--- src/rtl/uart_rx.sv ---
// 8-N-1 UART receiver with start-glitch rejection, mid-bit sampling and framing-error detection.
// Define UART_RX_PARITY_EN to receive 8-E-1 frames and report parity mismatches on perr.
module uart_rx #(
  parameter int CLK_PER_BIT = 868
) (
  input  logic       clk,
  input  logic       rstn,
  input  logic       rxd,
  output logic [7:0] r_data,
  output logic       rx_ready,
  output logic       ferr,
  output logic       perr
);

  localparam int H  = CLK_PER_BIT / 2;
  localparam int CW = $clog2(CLK_PER_BIT);
  localparam logic [CW-1:0] CNT_HALF = CW'(H - 1);
  localparam logic [CW-1:0] CNT_FULL = CW'(CLK_PER_BIT - 1);

  generate
    if (CLK_PER_BIT < 4) begin : g_bad_clk_per_bit
      $error("uart_rx: CLK_PER_BIT must be at least 4");
    end
  endgenerate

  typedef enum logic [2:0] {
    IDLE, START, DATA, PARITY, STOP, WAIT_HIGH
  } state_t;

  state_t          state, next_state;
  logic            rxd_meta, rxd_s;
  logic [CW-1:0]   cnt;
  logic [2:0]      bit_idx;
  logic [7:0]      shift_reg;
  logic            bit_tick;
  logic            load_byte, frame_err;

  assign bit_tick = (cnt == CNT_FULL);

  // Two-flop synchroniser; resets to the idle (high) line level.
  always_ff @(posedge clk) begin
    if (!rstn) begin
      rxd_meta <= 1'b1;
      rxd_s    <= 1'b1;
    end else begin
      rxd_meta <= rxd;
      rxd_s    <= rxd_meta;
    end
  end

  always_ff @(posedge clk) begin
    if (!rstn) state <= IDLE;
    else       state <= next_state;
  end

  always_comb begin
    next_state = state;
    case (state)
      IDLE:      if (!rxd_s) next_state = START;
      START:     if (cnt == CNT_HALF) next_state = rxd_s ? IDLE : DATA;
`ifdef UART_RX_PARITY_EN
      DATA:      if (bit_tick && bit_idx == 3'd7) next_state = PARITY;
      PARITY:    if (bit_tick) next_state = STOP;
`else
      DATA:      if (bit_tick && bit_idx == 3'd7) next_state = STOP;
`endif
      STOP:      if (bit_tick) next_state = rxd_s ? IDLE : WAIT_HIGH;
      WAIT_HIGH: if (rxd_s) next_state = IDLE;
      default:   next_state = IDLE;
    endcase
  end

  always_comb begin
    load_byte = 1'b0;
    frame_err = 1'b0;
    if (state == STOP && bit_tick) begin
      load_byte = rxd_s;
      frame_err = !rxd_s;
    end
  end

  // Counter restarts on every state change and at each data-bit sample.
  always_ff @(posedge clk) begin
    if (!rstn) begin
      cnt       <= '0;
      bit_idx   <= 3'd0;
      shift_reg <= 8'd0;
    end else begin
      if (state != next_state || (state == DATA && bit_tick)) cnt <= '0;
      else                                                      cnt <= cnt + 1'b1;
      if (state == START) bit_idx <= 3'd0;
      if (state == DATA && bit_tick) begin
        shift_reg <= {rxd_s, shift_reg[7:1]};
        bit_idx   <= bit_idx + 3'd1;
      end
    end
  end

  always_ff @(posedge clk) begin
    if (!rstn) begin
      r_data   <= 8'd0;
      rx_ready <= 1'b0;
      ferr     <= 1'b0;
    end else begin
      rx_ready <= load_byte;
      ferr     <= frame_err;
      if (load_byte) r_data <= shift_reg;
    end
  end

`ifdef UART_RX_PARITY_EN
  logic par_err;

  // Even parity: the received parity bit must equal the XOR of the data bits.
  always_ff @(posedge clk) begin
    if (!rstn) begin
      par_err <= 1'b0;
      perr    <= 1'b0;
    end else begin
      if (state == START) par_err <= 1'b0;
      if (state == PARITY && bit_tick) par_err <= rxd_s ^ (^shift_reg);
      perr <= load_byte & par_err;
    end
  end
`else
  assign perr = 1'b0;
`endif

endmodule

--- config.mk ---
export PLATFORM = sky130hd
export DESIGN_NAME = uart_rx
export DESIGN_NICKNAME = d
export VERILOG_FILES = /design/src/rtl/uart_rx.sv
export SDC_FILE = /design/constraint.sdc
export NUM_CORES = 1
export LEC_CHECK = 0
export ABC_AREA = 1
export CAP_MARGIN = 25
export CORE_MARGIN = 2
export CORE_UTILIZATION = 45
export DETAILED_ROUTE_END_ITERATION = 16
export GPL_TIMING_DRIVEN = 0
export PLACE_DENSITY = 0.75
export SYNTH_ARGS = -nofsm -noshare
export SYNTH_HDL_FRONTEND = slang
export SYNTH_SLANG_ARGS = --single-unit
--- constraint.sdc ---
create_clock -name clk -period 1.86 [get_ports clk]
set_clock_uncertainty 0.05 [all_clocks]
set_input_delay 0.372 -clock clk [delete_from_list [all_inputs] [get_ports clk]]
set_output_delay 0.372 -clock clk [all_outputs]
set_load 0.05 [all_outputs]
* Word level (Yosys, flattened, before mapping)
Index checks and enable logic that the tools add are counted.
** Operators by class
- $add $sub $neg :: 2
- Equal/unequal tests :: 8
- Mux-type cells :: 11
- Bitwise operators :: 1
- Reduce and logical (&&, ||, !) cells :: 9
** Operator list (count)
- $mux 3 :: 8
- $pmux 3 s5 :: 1
- $add 10x1->10 const B :: 1
- $eq 10x10->1 const B :: 1
- $eq 10x9->1 const B :: 1
- $eq 3x3->1 const B :: 3
- $add 3x1->3 const B :: 1
- $eq 3x1->1 const B :: 1
- $eq 3x2->1 const B :: 1
- $logic_and 1x1->1 :: 3
- $logic_not 3->1 :: 1
- $ne 3x3->1 :: 1
- $mux 2 :: 1
- $reduce_and 2->1 :: 1
- $reduce_bool 2->1 :: 1
- $reduce_or 2->1 :: 1
- $logic_not 1->1 :: 1
- $logic_or 1x1->1 :: 1
- $mux 1 :: 1
- $not 1->1 :: 1
** Word-level totals
- Register bits after elaboration :: 36
- Input bits :: 3
- Output and inout port bits :: 11
- Logic and storage cells :: 40

* Logic depth before layout (Yosys ltp)
Gate-level depths: netlist of run 1.
- Depth after elaboration :: 7
- Depth in mapped cells :: 12
- Gate-level depth less buffers :: 12

* Least setup slack after synthesis of run 1
OpenSTA, ideal clock, no wires.
- Kind :: reg-to-reg
- From :: reg cnt[0]
- To :: reg cnt[6]
- Library setup time :: 0.117 ns
- Data arrival time :: 1.407 ns
- Data required time :: 1.693 ns
- Path slack :: 0.287 ns
- Stages on the path, launching flop included :: 11
- Path buffers :: 0
- Period minus slack after synthesis :: 1.573 ns
- Cell sequence :: dfxtp_1 ha_1 inv_1 nor2_2 nand4_1 nand2_1 nand4_1 nand2_1 nor2_2 nand2_4 nor2_2
** Between the ends
- Word-level cells in the longest chain between the ends :: 7
- Elaborated cells on any way between the ends :: 12
- Those cells by class :: add/sub: 1; eq/ne: 3; mux: 4; reduce/logical: 4
** RTL lines
- start: declaration :: line 32 : logic [CW-1:0] cnt;
- start signal: assignment :: line 90 : else cnt <= cnt + 1'b1;
- $eq 10x10->1 :: line 38 : assign bit_tick = (cnt == CNT_FULL);
- $logic_and 1x1->1 :: line 65 : DATA: if (bit_tick && bit_idx == 3'd7) next_state = STOP;
- $mux 3 :: line 65
- $pmux 3 s5 :: line 58 : case (state)
- $ne 3x3->1 :: line 89 : if (state != next_state || (state == DATA && bit_tick)) cnt <= '0;
- $logic_or 1x1->1 :: line 89
- $reduce_or 2->1 (no source line)
Parallel ways exist; a longest one is shown, timed or not.
A chain may end at the register's enable or synchronous reset.

* Worst setup path after layout of run 1
Ends and elaborated chain as after synthesis.

==> results_dict.tcl, run 1 <==
set metrics [dict create \
    r2r_start "cnt[0]$_SDFF_PP0_" \
    core_area_um2 3420 \
    cts_max_path_buffers 2 \
    final_antenna_net_count 0 \
    cts_max_level 2 \
    required_ns 2.05 \
    drive_gt1_share_pct 19.5 \
    yosys.area.top_type "dfxtp_1" \
    yosysSeqAreaShare_pct 44.1 \
    powerDensity_nw_per_um2 754 \
    multi_input_area_um2 828 \
    syn_nets 212 \
    drt_first_pass_iters 4 \
    clk_pin_slew_ns 0.11 \
    drc 0 \
    ys_dominant_reg_cell "dfxtp_1" \
    avgSynthCellArea_um2 7.98 \
    outcome "complete, no violations" \
    initial_core_util_pct 47.9 \
    maxSlewViolCount 0 \
    grt_max_degree 13 \
    period_share_pct 93.2 \
    detail_route.iter0.violations 59 \
    dp_cells 263 \
    dieArea_um2 4130 \
    synth_top_area_share_pct 44.1 \
    holdBufCountCts 0 \
    grt_usage_pct 15.4 \
    io_pins 14 \
    numCtsBuffers 5 \
    hold_path.class "register to register" \
    crit_type "register to register" \
    ys_ff_latch 36 \
    regArea_um2 722 \
    synth.area.top_cells "dfxtp_1 (44%), nor2_1 (11%), nand2_1 (5.0%)" \
    port_buffers 12 \
    insertion_delay_ns 0.35 \
    period_needed_ns 1.73 \
    antenna_found_initial 0 \
    num_vias 1327 \
    overflow 0 \
    largest_reg_flops 10 \
    worstPathMaxFanout 6 \
    min_from "rxd_meta$_SDFF_PN1_" \
    cts_tree "done" \
    worst_setup_path_end_kind "register" \
    row_count 21 \
    p_leak_nw 0.845 \
    arrival_ns 1.93 \
    insertedDiodeCount 0 \
    synthTopCellsByCount "nor2_1 (47), dfxtp_1 (36), nand2_1 (22)" \
    vdd_drop_max_v 0.000504 \
    synth.distinct_cells 31 \
    vias_per_cell 4.88 \
    dp_hpwl_um 1980 \
    grt_pass1_vias 1156 \
    stdcell_count 272 \
    synth_area_um2 1640 \
    clock_sinks 36 \
    cp-startpoint "cnt[0]$_SDFF_PP0_" \
    cts_root_buffer "clkbuf_4" \
    grt_pass1_wl_um 5000 \
    cts_setup_buffers 0 \
    synth_most_common_cell "nor2_1" \
    async_flop_share_pct 0 \
    filler_cell_count 316 \
    fmax_mhz 577 \
    yosysWarnings 0 \
    die_height_um 64.3 \
    start_kind "register" \
    finalWirelength_um 2880 \
    hold_viol 0 \
    setup_tns_ns 0 \
    gp_congestion 0.862 \
    avgRoutedWirePerCell_um 10.6 \
    setup_viol 0 \
    synth_edf_count 0 \
    netlist_instances 205 \
    area_delta_synth_final_pct 15.8 \
    nets 232 \
    fp.dieW_um 64.3 \
    holdWs_ns 0.371 \
    cap_violations 0 \
]
[per-stage QoR]
stage | setup slack, ns | utilization [%] | power [mW] | instance area [um^2]
after floorplan | 0.287 | - | 0.872 | 1640
after global placement | -0.0115 | 53.1 | 0.890 | 1810
after detailed placement | -0.0331 | 53.1 | 0.890 | 1810
after CTS | 0.0162 | 55.1 | 1.44 | 1880
after global routing | -0.0207 | 55.4 | 1.49 | 1890
final | 0.126 | 55.4 | 1.43 | 1890
[routing by layer]
layer,vias up,part of all wire (%),wire (um),track usage [%]
met5,-,0,0,0
met4,0,2.1,61,7.18
met3,6,4.3,123,4.75
li1,689,-,-,-
met2,35,46,1320,24.3
met1,597,48,1380,19.2
[layout make-up]
cell class                 count  area share (%)
multi-input combinational    147            43.8
sequential                    36            38.1
timing repair buffer          12            5.68
inverter                      19            3.77
tap                           46            3.04
clock inverter                 3            2.25
clock buffer                   5            1.98
buffer                         4            1.39
[final timing paths]
| check | end | slack (ns) | cells past startpoint |
|---|---|---|---|
| max | cnt[6]$_SDFF_PP0_ | 0.13 | 10 |
| min | rxd_s$_SDFF_PN1_ | 0.37 | 1 |
| max reg2reg | cnt[6]$_SDFF_PP0_ | 0.13 | 10 |
| min reg2reg | rxd_s$_SDFF_PN1_ | 0.37 | 1 |
[cell families after synthesis]
kind of cell / count (synthesis) / synth area share [%]
buf+inv: 23 / 5.97
flops: 36 / 44.1
compound gates: 23 / 7.27
fa+ha+maj: 4 / 3.06
xor+xnor: 7 / 3.75
other cells: 1 / 0.229
simple gates: 111 / 35.7
[worst max-delay path: stages (launching register included)]
cell and delay (ns):
dfxtp_2 0.37, ha_1 0.20, inv_1 0.09, nor2_4 0.23, nand4_1 0.12, nand2_1 0.11, nand4_1 0.10, nand2_1 0.09
nor2_2 0.06, nand2_2 0.17, nor2_2 0.04
[cell usage in the layout (no fill, tap or decap), types with 8 or more instances in the layout]
cell	instances
nand2_1	22
dfxtp_1	35
dlygate4sd2_1	10
nor2_2	12
o21ai_0	15
inv_1	14
nor2_1	47
nand3_1	8
[what timing repair did]
action | 4_1_cts | 5_1_grt
pin swaps | 0 | 2
endpoints found under the setup margin | 10 | 28
gates cloned | 0 | 1
resized for setup | 10 | 2
[power by group]
group	total [mW]	leakage [nW]	internal (mW)	switching, mW
registers	0.790	0.291	0.781	0.00891
logic	0.0883	0.512	0.0294	0.0589
clock network	0.549	0.0412	0.280	0.269
(Power assumes the default switching activity.)
==> inputs of run 2 (changes only) <==
Settings changed: CAP_MARGIN 25 to not set.
==> results of run 2 <==
The final DEF is identical to that of run 1; final timing and power are the same.
==> inputs of run 3 (changes only) <==
Clock period 1.86 ns to 1.62 ns, I/O delays scaled along.
==> run 3 against run 2 <==
Effect of this change:
- the flow now finishes with violations (negative setup slack)
- non-clock buffer count up 7
- clock-buffer cell count unchanged
- sequential share of layout area decreased by 2.0 points
- core utilization up 4.2 points
- via count up 2.2%
- total power grew 17%
- global-route usage up 1.2 points
- final cell count up 2.6%
- combinational power rose by 42%
==> results_dict.tcl, run 3 (synthesis gave the netlist of run 1 again) <==
set metrics [dict create \
    largest_reg_flops 10 \
    die_height_um 64.3 \
    violations "negative setup slack" \
    port_buffers 12 \
    antenna_found_initial 0 \
    grt_max_degree 13 \
    cts_tree "done" \
    arrival_ns 1.87 \
    vias_per_cell 4.86 \
    final_common_cell "nor2_1" \
    numCtsBuffers 5 \
    setup_viol 2 \
    insertion_delay_ns 0.35 \
    outcome "finished, violations left" \
    grt_usage_pct 16.6 \
    fp.dieW_um 64.3 \
    vdd_drop_max_v 0.000600 \
    start_kind "register" \
    setup_tns_ns -0.00996 \
    p_leak_nw 0.857 \
    crit_type "register to register" \
    io_pins 14 \
    overflow 0 \
    pre_cts_ws_ns -0.225 \
    insertedDiodeCount 0 \
    worstPathMaxFanout 5 \
    clock_sinks 36 \
    filler_cell_count 286 \
    hold_path.class "register to register" \
    drc 0 \
    final_util_pct 59.6 \
    min_from "rxd_meta$_SDFF_PN1_" \
    finalWirelength_um 3160 \
    final_antenna_net_count 0 \
    reg2reg_slack_ns -0.009 \
    multi_input_area_um2 903 \
    core_area_um2 3420 \
    nets 239 \
    dieArea_um2 4130 \
    row_count 21 \
    clk_pin_slew_ns 0.11 \
    period_needed_ns 1.63 \
    cap_violations 0 \
    avgRoutedWirePerCell_um 11.3 \
    period_share_pct 101 \
    maxSlewViolCount 0 \
    drive_gt1_share_pct 32.6 \
    hold_viol 0 \
    required_ns 1.86 \
    drt_first_pass_iters 4 \
    gp_congestion 0.862 \
    regArea_um2 737 \
    detail_route.iter0.violations 86 \
    finalWorstSetupSlack_ns -0.00939 \
    grt_pass1_wl_um 5350 \
    cts_root_buffer "clkbuf_4" \
    num_vias 1356 \
    holdBufCountCts 0 \
    fmax_mhz 614 \
    initial_core_util_pct 47.9 \
    area_delta_synth_final_pct 24.6 \
    cp-startpoint "cnt[1]$_SDFF_PP0_" \
    cts_max_path_buffers 2 \
    powerDensity_nw_per_um2 817 \
    dp_hpwl_um 1980 \
    layout_common_cells "nor2_1 (44), dfxtp_1 (27), nand2_1 (17), o21ai_0 (14), nor2_2 (12)" \
    grt_pass1_vias 1227 \
    cts_max_level 2 \
    worst_setup_path_end_kind "register" \
    r2r_start "cnt[1]$_SDFF_PP0_" \
    rsz0062_at_grt "yes" \
]
## run 3: worst max-delay path, stage by stage, from the launching register on
cell     delay (ns)
dfxtp_4        0.38
inv_2          0.04
ha_2           0.16
nand2_2        0.07
nor2_4         0.13
nand2_2        0.08
nand2_2        0.09
nand3_2        0.08
nand2_2        0.07
nand2_2        0.06
nor2_4         0.16
nand2_4        0.11
nor2_2         0.11
## run 3: power breakdown
group | total [mW] | switching [mW] | internal [mW]
sequential | 0.911 | 0.0141 | 0.897
clock | 0.628 | 0.306 | 0.322
combinational | 0.125 | 0.0774 | 0.0476
## run 3: final cells by class
| class | count | share of cell area, % |
|---|---|---|
| multi-input cells | 147 | 44.3 |
| flip-flops and latches | 36 | 36.2 |
| repair buffers | 19 | 7.62 |
| inverters | 19 | 3.62 |
| well taps | 46 | 2.83 |
| clock inverters | 3 | 2.09 |
| clock buffers | 5 | 1.84 |
| plain buffers | 4 | 1.47 |
## run 3: final timing paths
check | cells after the start | to
max | 12 | cnt[1]$_SDFF_PP0_
min | 1 | rxd_s$_SDFF_PN1_
max reg2reg | 12 | cnt[1]$_SDFF_PP0_
min reg2reg | 1 | rxd_s$_SDFF_PN1_
## run 3: what timing repair did
item                                    in CTS  in global routing
gates resized for setup                     20                 38
gates cloned                                 1                  0
buffers inserted                             4                  3
pin swaps                                    7                 13
endpoints found under the setup margin      40                 36
## run 3: metal layers
metal  part of all wire, %  GRT usage, %
met1                    48          21.3
met2                    46          25.0
met3                   4.1          5.11
met4                   1.9          9.04
met5                     0             0
## run 3: metrics by stage
stage	instance area (um^2)	hold slack, ns	cells	power (mW)
after floorplan	1640	0.336	205	1.00
after global placement	1810	0.339	263	1.02
after detailed placement	1810	0.347	263	1.02
after CTS	1950	0.374	276	1.67
after global routing	2040	0.397	279	1.74
final	2040	0.371	279	1.66
